==> src/rtl/sa_step_controller.sv <==
// Step sequencer for one systolic-array tile operation.
// Walks cnt through 0..LAST_CNT, decodes the SA register enable per step,
// drives accumulator clear/enable, then holds busy for a short drain phase
// so the MAC pipeline can flush before the one-cycle done pulse.
module sa_step_controller #(
    parameter int unsigned LAST_CNT  = 8,
    parameter int unsigned DRAIN_CYC = 2
) (
    input  logic       clk,
    input  logic       rst,
    input  logic       start,
    input  logic       stall,
    output logic [3:0] cnt,
    output logic       reg_en,
    output logic       acc_clr,
    output logic       acc_en,
    output logic       busy,
    output logic       done
);

    localparam logic [1:0] StIdle  = 2'd0;
    localparam logic [1:0] StRun   = 2'd1;
    localparam logic [1:0] StDrain = 2'd2;
    localparam logic [1:0] StDone  = 2'd3;

    localparam logic [3:0] LastCnt   = 4'(LAST_CNT);
    localparam logic [2:0] DrainLast = 3'(DRAIN_CYC - 1);

    // cnt is 4 bits and dcnt is 3 bits, so reject parameters that would truncate.
    if (LAST_CNT > 15) begin : g_bad_last_cnt
        $error("LAST_CNT must be <= 15");
    end
    if (DRAIN_CYC < 1 || DRAIN_CYC > 7) begin : g_bad_drain_cyc
        $error("DRAIN_CYC must be in 1..7");
    end

    logic [1:0] state_q, state_d;
    logic [3:0] cnt_q, cnt_d;
    logic [2:0] dcnt_q, dcnt_d;
    logic       step_sel;

    // Next-state logic for the sequencer, step counter and drain counter.
    always_comb begin
        state_d = state_q;
        cnt_d   = cnt_q;
        dcnt_d  = dcnt_q;
        case (state_q)
            StIdle: begin
                if (start) begin
                    state_d = StRun;
                    cnt_d   = 4'd0;
                end
            end
            StRun: begin
                if (!stall) begin
                    if (cnt_q == LastCnt) begin
                        // cnt stays at LastCnt through DRAIN and DONE.
                        state_d = StDrain;
                        dcnt_d  = 3'd0;
                    end else begin
                        cnt_d = cnt_q + 4'd1;
                    end
                end
            end
            StDrain: begin
                if (!stall) begin
                    dcnt_d = dcnt_q + 3'd1;
                    if (dcnt_q == DrainLast) begin
                        state_d = StDone;
                    end
                end
            end
            StDone: begin
                // A start seen here chains straight into the next operation.
                cnt_d   = 4'd0;
                state_d = start ? StRun : StIdle;
            end
            default: begin
                state_d = StIdle;
                cnt_d   = 4'd0;
                dcnt_d  = 3'd0;
            end
        endcase
    end

    // State registers with synchronous reset taking priority over everything.
    always_ff @(posedge clk) begin
        if (rst) begin
            state_q <= StIdle;
            cnt_q   <= 4'd0;
            dcnt_q  <= 3'd0;
        end else begin
            state_q <= state_d;
            cnt_q   <= cnt_d;
            dcnt_q  <= dcnt_d;
        end
    end

    // Steps at which the SA pipeline registers load new operands.
    always_comb begin
        case (cnt_q)
            4'd0, 4'd2, 4'd5, 4'd7, 4'd8: step_sel = 1'b1;
            default:                      step_sel = 1'b0;
        endcase
    end

    // Outputs depend only on registered state/cnt and the live stall input.
    always_comb begin
        cnt     = cnt_q;
        reg_en  = 1'b0;
        acc_clr = 1'b0;
        acc_en  = 1'b0;
        busy    = 1'b0;
        done    = 1'b0;
        case (state_q)
            StRun: begin
                busy = 1'b1;
                if (!stall) begin
                    acc_en  = 1'b1;
                    acc_clr = (cnt_q == 4'd0);
                    reg_en  = step_sel;
                end
            end
            StDrain: begin
                busy = 1'b1;
            end
            StDone: begin
                done = 1'b1;
            end
            default: begin
            end
        endcase
    end

endmodule

==> config.mk <==
export PLATFORM = sky130hd
export DESIGN_NAME = sa_step_controller
export DESIGN_NICKNAME = d
export VERILOG_FILES = /design/src/rtl/sa_step_controller.sv
export SDC_FILE = /design/constraint.sdc
export NUM_CORES = 1
export LEC_CHECK = 0
export ABC_AREA = 0
export ABC_CLOCK_PERIOD_IN_PS = 2400
export CAP_MARGIN = 20
export CORE_AREA = 2 2 45 47
export DETAILED_ROUTE_END_ITERATION = 10
export DIE_AREA = 0 0 47 49
export PLACE_DENSITY = 0.69
export SLEW_MARGIN = 15
export SYNTH_ARGS = -nofsm -noshare
export SYNTH_HDL_FRONTEND = slang
export SYNTH_SLANG_ARGS = --single-unit
==> constraint.sdc <==
create_clock -name clk -period 2.4 [get_ports clk]
set_input_delay 0.24 -clock clk [delete_from_list [all_inputs] [get_ports clk]]
set_output_delay 0.24 -clock clk [all_outputs]
set_load 0.01 [all_outputs]
After elaboration in Yosys (flattened, before gate mapping)
Index checks and enable logic that the tools add are counted.
{"block": "word_totals", "regBits": 9, "in_bits": 4, "word_cells": 52}
{"block": "op_classes", "n_addsub": 2, "n_eq_ne": 14, "mux": 24, "n_reduce_logical": 9}
{"cell": "2-to-1 mux 4 bit", "count": 3}
{"cell": "!= test 2 bit (second input constant)", "count": 6}
{"cell": "one-hot mux 4 bit (3 select lines)", "count": 1}
{"cell": "2-to-1 mux 1 bit", "count": 10}
{"cell": "2-to-1 mux 2 bit", "count": 5}
{"cell": "2-to-1 mux 3 bit", "count": 3}
{"cell": "equality test 4 x 3 -> 1 bit (second input constant)", "count": 2}
{"cell": "one-hot mux 2 bit (4 select lines)", "count": 1}
{"cell": "AND reduction 4 bit", "count": 2}
{"cell": "one-hot mux 3 bit (2 select lines)", "count": 1}
{"cell": "AND reduction 5 bit", "count": 1}
{"cell": "OR reduction 5 bit", "count": 1}
{"cell": "adder 4 x 1 -> 4 bit (second input constant)", "count": 1}
{"cell": "equality test 2 bit (second input constant)", "count": 2}
{"cell": "equality test 4 x 2 -> 1 bit (second input constant)", "count": 1}
{"cell": "equality test 4 bit (second input constant)", "count": 1}
{"cell": "zero test 4 bit", "count": 1}
{"cell": "adder 3 x 1 -> 3 bit (second input constant)", "count": 1}
{"cell": "equality test 3 x 1 -> 1 bit (second input constant)", "count": 1}
{"cell": "nonzero test 3 bit", "count": 1}
{"cell": "equality test 2 x 1 -> 1 bit (second input constant)", "count": 1}
{"cell": "zero test 2 bit", "count": 1}
{"cell": "nonzero test 2 bit", "count": 1}
{"cell": "OR reduction 2 bit", "count": 1}

Longest topological paths before layout
Gate-level depths: netlist of the first run.
{"block": "depth", "word_depth": 5, "mapped_depth": 7, "mapped_depth_nobuf": 6}

Worst setup path before layout of the first run
No wires, ideal clock.
{"block": "synth_timing", "path_kind": "register -> register", "from": "reg dcnt_q[0]", "to": "reg state_q[0]", "setup_ns": 0.086, "t_arrival_ns": 1.490, "required_ns": 2.314, "slack_ns": 0.823, "path_stages_with_launch": 6, "n_path_buf": 0, "path_cell_list": "dfxtp_1 > ha_1 > or3b_4 > a221oi_4 > o21ai_1 > a221oi_2"}
{"block": "synth_via", "elab_chain_cells": 3}
{"item": "start: declaration", "line": "39", "rtl": "logic [2:0] dcnt_q, dcnt_d;"}
{"item": "start signal: assignment", "line": "95", "rtl": "dcnt_q <= dcnt_d;"}
{"item": "equality test 3 x 1 -> 1 bit", "line": "68", "rtl": "if (dcnt_q == DrainLast) begin"}
{"item": "!= test 2 bit (no source line)"}
{"item": "AND reduction 5 bit (no source line)"}
{"item": "end signal: assignment", "line": "89", "rtl": "state_q <= StIdle;"}
{"item": "end signal: assignment", "line": "93", "rtl": "state_q <= state_d;"}
{"item": "end: declaration", "line": "37", "rtl": "logic [1:0] state_q, state_d;"}
Every way passes these cells.
A chain may end at the register's enable or synchronous reset.

Final worst setup path of the first run
{"block": "layout_timing", "from": "reg state_q[1]", "to": "out acc_clr"}
{"block": "layout_via", "elab_chain_cells": 2}
{"item": "equality test 2 x 1 -> 1 bit", "line": "115", "rtl": "case (state_q)"}
{"item": "2-to-1 mux 1 bit", "line": "115"}
{"item": "end: declaration", "line": "15", "rtl": "output logic acc_clr,"}
Every way passes these cells.

==> results of run 1 <==
## layout make-up
type	instances	area (um^2)
repair buffers	12	120
multi-input cells	60	463
clock inverters	1	5.00
clock buffers	3	22.5
inverters	9	33.8
well taps	27	33.8
fillers	191	983
flip-flops and latches	9	180
## worst max-delay path: cells and delay by family, from the launching register on
kind / cells / cell delay (ps)
and+or+nand+nor: 2 / 340
buffers and inverters: 2 / 650
adders and majority gates: 1 / 350
DFF: 1 / 350
## cells by family (layout without fill, tap and decap cells)
kind of cell,after synthesis,count (layout),synth area share
buffers and inverters,11,25,0.0620
AND/OR/NAND/NOR,25,25,0.208
flip-flops,9,9,0.263
multiplexers,2,2,0.0292
AO/OA/AOI/OAI,23,23,0.255
adder cells (fa/ha/maj),10,10,0.182
## power by group
part	leakage, nW	total (W)	internal (W)	switching (W)
Clock	0.0177	0.000123	0.0000617	0.0000608
Combinational	0.239	0.000365	0.000171	0.000195
Sequential	0.0729	0.000192	0.000170	0.0000219
Total	0.330	0.000680	0.000403	0.000277
## synth_stat cells (all sizes together)
| library cell | instances | area, um^2 |
|---|---|---|
| ha | 10 | 125 |
| dfxtp | 9 | 180 |
| inv | 9 | 33.8 |
| nor2 | 7 | 26.3 |
| o21ai | 6 | 30.0 |
| a21oi | 5 | 25.0 |
| a211o | 3 | 26.3 |
| nand3 | 3 | 15.0 |
| a211oi | 2 | 15.0 |
| a21o | 2 | 15.0 |
| a221oi | 2 | 41.3 |
| mux2i | 2 | 20.0 |
| nand2 | 2 | 7.51 |
| nand2b | 2 | 12.5 |
| nor2b | 2 | 12.5 |
| or3 | 2 | 12.5 |
| a31o | 1 | 8.76 |
| a31oi | 1 | 6.26 |
| and2 | 1 | 6.26 |
| and4 | 1 | 8.76 |
| buf | 1 | 5.00 |
| clkbuf | 1 | 3.75 |
| nand3b | 1 | 7.51 |
| nand4 | 1 | 6.26 |
| nand4bb | 1 | 11.3 |
| nor3 | 1 | 5.00 |
| o31ai | 1 | 7.51 |
| or3b | 1 | 11.3 |
## final timing paths
kind / from / end / slack, ps
min reg2reg: dcnt_q[1] / dcnt_q[1] / 500
max reg2reg: dcnt_q[0] / state_q[0] / 710
min: dcnt_q[1] / dcnt_q[1] / 500
max: state_q[1] / acc_clr / 200
## metal layers
metal  vias to the layer above  routed length [um]
met5                         -                   0
met4                         0                  10
met3                         2                  63
met2                        11                 640
met1                       274                 605
li1                        316                   -
## state kept, by name (all words and copies together), names as in the netlist
register and cells:
dcnt_q 3, cnt 4, state_q 2
## metrics by stage
stage,std cells,hold slack (ps)
6_report,121,504
5_1_grt,121,549
4_1_cts,121,513
3_5_place_dp,117,503
3_3_place_gp,117,482
2_1_floorplan,80,420
==> impl_metrics.tcl, run 1 <==
set metrics [dict create \
    syn-num-nets 94 \
    grt_overflow 0 \
    cts_buffers 3 \
    maxCapViolations 0 \
    placed_cell_area_um2 831 \
    p_per_area_mw_per_mm2 792 \
    irDropWorstVdd_v 0.000587 \
    globalRouteTotalUtil 0.131 \
    critPathLaunchType "flop" \
    drt_iter0_markers 7 \
    grtUsageMet3 0.0667 \
    io_pins 13 \
    worst_pin_slew_ps 435 \
    syn_avg_cell_area_um2 8.57 \
    tns_ps 0 \
    fin_util 0.466 \
    cts_resized 0 \
    hpwl_um 1040 \
    synthesis.instances 80 \
    path_cells "inv_1, ha_1, nand2_1, nor3_1, clkdlybuf4s50_1" \
    min_period_ps 2200 \
    arrival_ps 1960 \
    finalClockSkew_ps 0.960 \
    antenna_found_initial 0 \
    gr-max-usage-layer "met2" \
    via_per_inst 4.98 \
    grt_use_met1 0.164 \
    clk_pin_slew_worst_paths_ps 70 \
    setup.worst_path.end_class "primary output" \
    finalCritPeriodShare 0.915 \
    drc 0 \
    final_cell_area_um2 858 \
    dieWidth_um 47 \
    clock_sinks 9 \
    routabilityCongestion 0.686 \
    syn-cell-area_um2 686 \
    placementRows 16 \
    die_h_um 49 \
    diodes 0 \
    final_antenna_net_count 0 \
    grt_use_met2 0.199 \
    detailroute.via_count 603 \
    start_util 0.372 \
    dr.pass1.iters 4 \
    core_area_mm2 0.00184 \
    hold_depth 2 \
    yosys_warnings 0 \
    finalPower_w 0.000680 \
    grt_max_degree 12 \
    setup_violations 0 \
    hp-class "reg2reg" \
    final_cell_mix "clkdlybuf4s50_1 (12), ha_1 (10), inv_1 (9), dfxtp_1 (9), nor2_1 (7)" \
    cts_tree "done" \
    rr_worst_depth 5 \
    status "complete, no violations" \
    port_buffers 12 \
    avgRoutedWirePerCell_um 10.9 \
    clock_latency_ps 270 \
    grt_pass1_vias 534 \
    syn2layout_area_growth_pct 25.2 \
    critPathKind "reg2out" \
    hold_viol 0 \
    slew_headroom 0.709 \
    grt_pass1_wl_um 2190 \
    pre_cts_ws_ps 435 \
    dieArea_mm2 0.00230 \
    drive_gt1_frac 0.0851 \
    ys_seq_elements 9 \
    cts_root_buffer "clkbuf_4" \
    holdBufCountCts 0 \
    nets 109 \
    final_common_cell "clkdlybuf4s50_1" \
    cp.required_ps 2160 \
    slew_viol_final 0 \
    cp_max_fo 8 \
    ctsHtreeMaxLevel 1 \
    routed_wirelength_um 1320 \
    worst_slack_ps 204 \
    post_cts_buffers 0 \
    synth_cell_types 30 \
    timing.fmax_mhz 455 \
    clockBufferDepth 2 \
    ys_seq_area_frac 0.263 \
    p_leak_nw 0.330 \
    rsz0062_at_grt "false" \
    cpMaxStageDelayCell "clkdlybuf4s50_1" \
    slowest_delay_ps 570 \
]
No activity file was read; power rests on OpenSTA's default activity.
==> run 2, diff against run 1 <==
Settings changed: CORE_AREA 2 2 45 47 to 2 2 43 45, CTS_BUF_LIST set to sky130_fd_sc_hd__clkbuf_8 sky130_fd_sc_hd__clkbuf_16, DIE_AREA 0 0 47 49 to 0 0 45 47, PLACE_DENSITY 0.69 to 0.74.
==> impl_metrics.tcl, run 2 (synthesis results as in run 1) <==
set metrics [dict create \
    core_area_mm2 0.00165 \
    grt_max_degree 12 \
    hold_depth 2 \
    drive_gt1_frac 0.0745 \
    critPathLaunchType "flop" \
    finalCritPeriodShare 0.887 \
    antenna_found_initial 0 \
    largest_reg_flops 4 \
    syn2layout_area_growth_pct 25.9 \
    cp_max_fo 6 \
    die_h_um 47 \
    detailroute.via_count 604 \
    cts_tree "done" \
    rsz0062_at_grt "false" \
    final_common_cell "clkdlybuf4s50_1" \
    p_per_area_mw_per_mm2 857 \
    cts_root_buffer "clkbuf_8" \
    setup.worst_path.end_class "primary output" \
    holdBufCountCts 0 \
    clockBufferDepth 2 \
    clock_sinks 9 \
    routed_wirelength_um 1390 \
    maxCapViolations 0 \
    grt_overflow 0 \
    hpwl_um 1040 \
    io_pins 13 \
    critPathKind "reg2out" \
    grt_pass1_wl_um 2390 \
    slew_viol_final 0 \
    slew_headroom 0.721 \
    fillers 160 \
    placementRows 15 \
    globalRouteTotalUtil 0.160 \
    finalPower_w 0.000740 \
    grt_pass1_vias 561 \
    diodes 0 \
    setup_violations 0 \
    cp.required_ps 2160 \
    dieWidth_um 45 \
    min_period_ps 2130 \
    clk_pin_slew_worst_paths_ps 50 \
    port_buffers 12 \
    cts_resized 0 \
    via_per_inst 5.44 \
    drc 0 \
    p_leak_nw 0.339 \
    routabilityCongestion 0.738 \
    drt_iter0_markers 4 \
    status "complete, no violations" \
    post_cts_buffers 0 \
    instances_no_fill 111 \
    dpl.cell_count 107 \
    nets 109 \
    tns_ps 0 \
    timing.fmax_mhz 470 \
    finalClockSkew_ps 2.09 \
    avgRoutedWirePerCell_um 12.5 \
    final_cell_mix "clkdlybuf4s50_1 (12), inv_1 (10), ha_1 (10)" \
    rr_worst_depth 6 \
    hold_viol 0 \
    final_antenna_net_count 0 \
    clock_latency_ps 240 \
    hp-class "reg2reg" \
    irDropWorstVdd_v 0.000581 \
    dieArea_mm2 0.00212 \
    start_util 0.415 \
    ctsHtreeMaxLevel 1 \
    dr.pass1.iters 4 \
    worst_pin_slew_ps 417 \
    cts_buffers 3 \
    arrival_ps 1890 \
]
-- run 2: cell types whose count changed in the layout (fill, tap and decap cells not counted) --
cell	change
clkinv_2	-1
inv_1	+1
clkbuf_8	+3
clkbuf_4	-3
-- run 2: power breakdown --
| group | total (W) | leakage, nW | internal, W | switching (W) |
|---|---|---|---|---|
| logic | 0.000369 | 0.239 | 0.000171 | 0.000197 |
| clock network | 0.000177 | 0.0269 | 0.000112 | 0.0000655 |
| registers | 0.000194 | 0.0729 | 0.000171 | 0.0000230 |
| total | 0.000740 | 0.339 | 0.000454 | 0.000286 |
-- run 2: path summary, 6_finish.rpt --
check	startpoint	endpoint	slack (ps)
min reg2reg	dcnt_q[1]	dcnt_q[1]	500
max	cnt[0]	reg_en	270
min	dcnt_q[1]	dcnt_q[1]	500
max reg2reg	state_q[0]	cnt[0]	700
-- run 2: cell type report --
class	count	area, um^2	share of cell area
repair buffers	12	120	0.139
inverters	9	33.8	0.0391
clock buffers	3	41.3	0.0478
clock inverters	1	3.75	0.00435
multi-input cells	60	463	0.536
well taps	17	21.3	0.0246
flip-flops and latches	9	180	0.209
-- run 2: stage by stage --
step	worst slack (ps)	utilization	cell area, um^2	hold WS [ps]
detailed placement	492	0.495	818	493
floorplan	823	-	686	420
global route	103	0.523	863	533
global placement	496	0.495	818	484
finish	271	0.523	863	497
CTS	267	0.523	863	500
-- run 2: metal layers --
layer / wire length [um] / GRT usage
met2: 649 / 0.257
met3: 59 / 0.0615
met4: 17 / 0.0706
met1: 665 / 0.192
met5: 0 / 0
-- run 2: critical path, cell delays in order, from the launching register on --
cell             delay [ps]
dfxtp_1                 410
ha_1                    220
nor2_1                   50
a211o_1                 280
a21oi_1                 140
clkdlybuf4s50_1         550
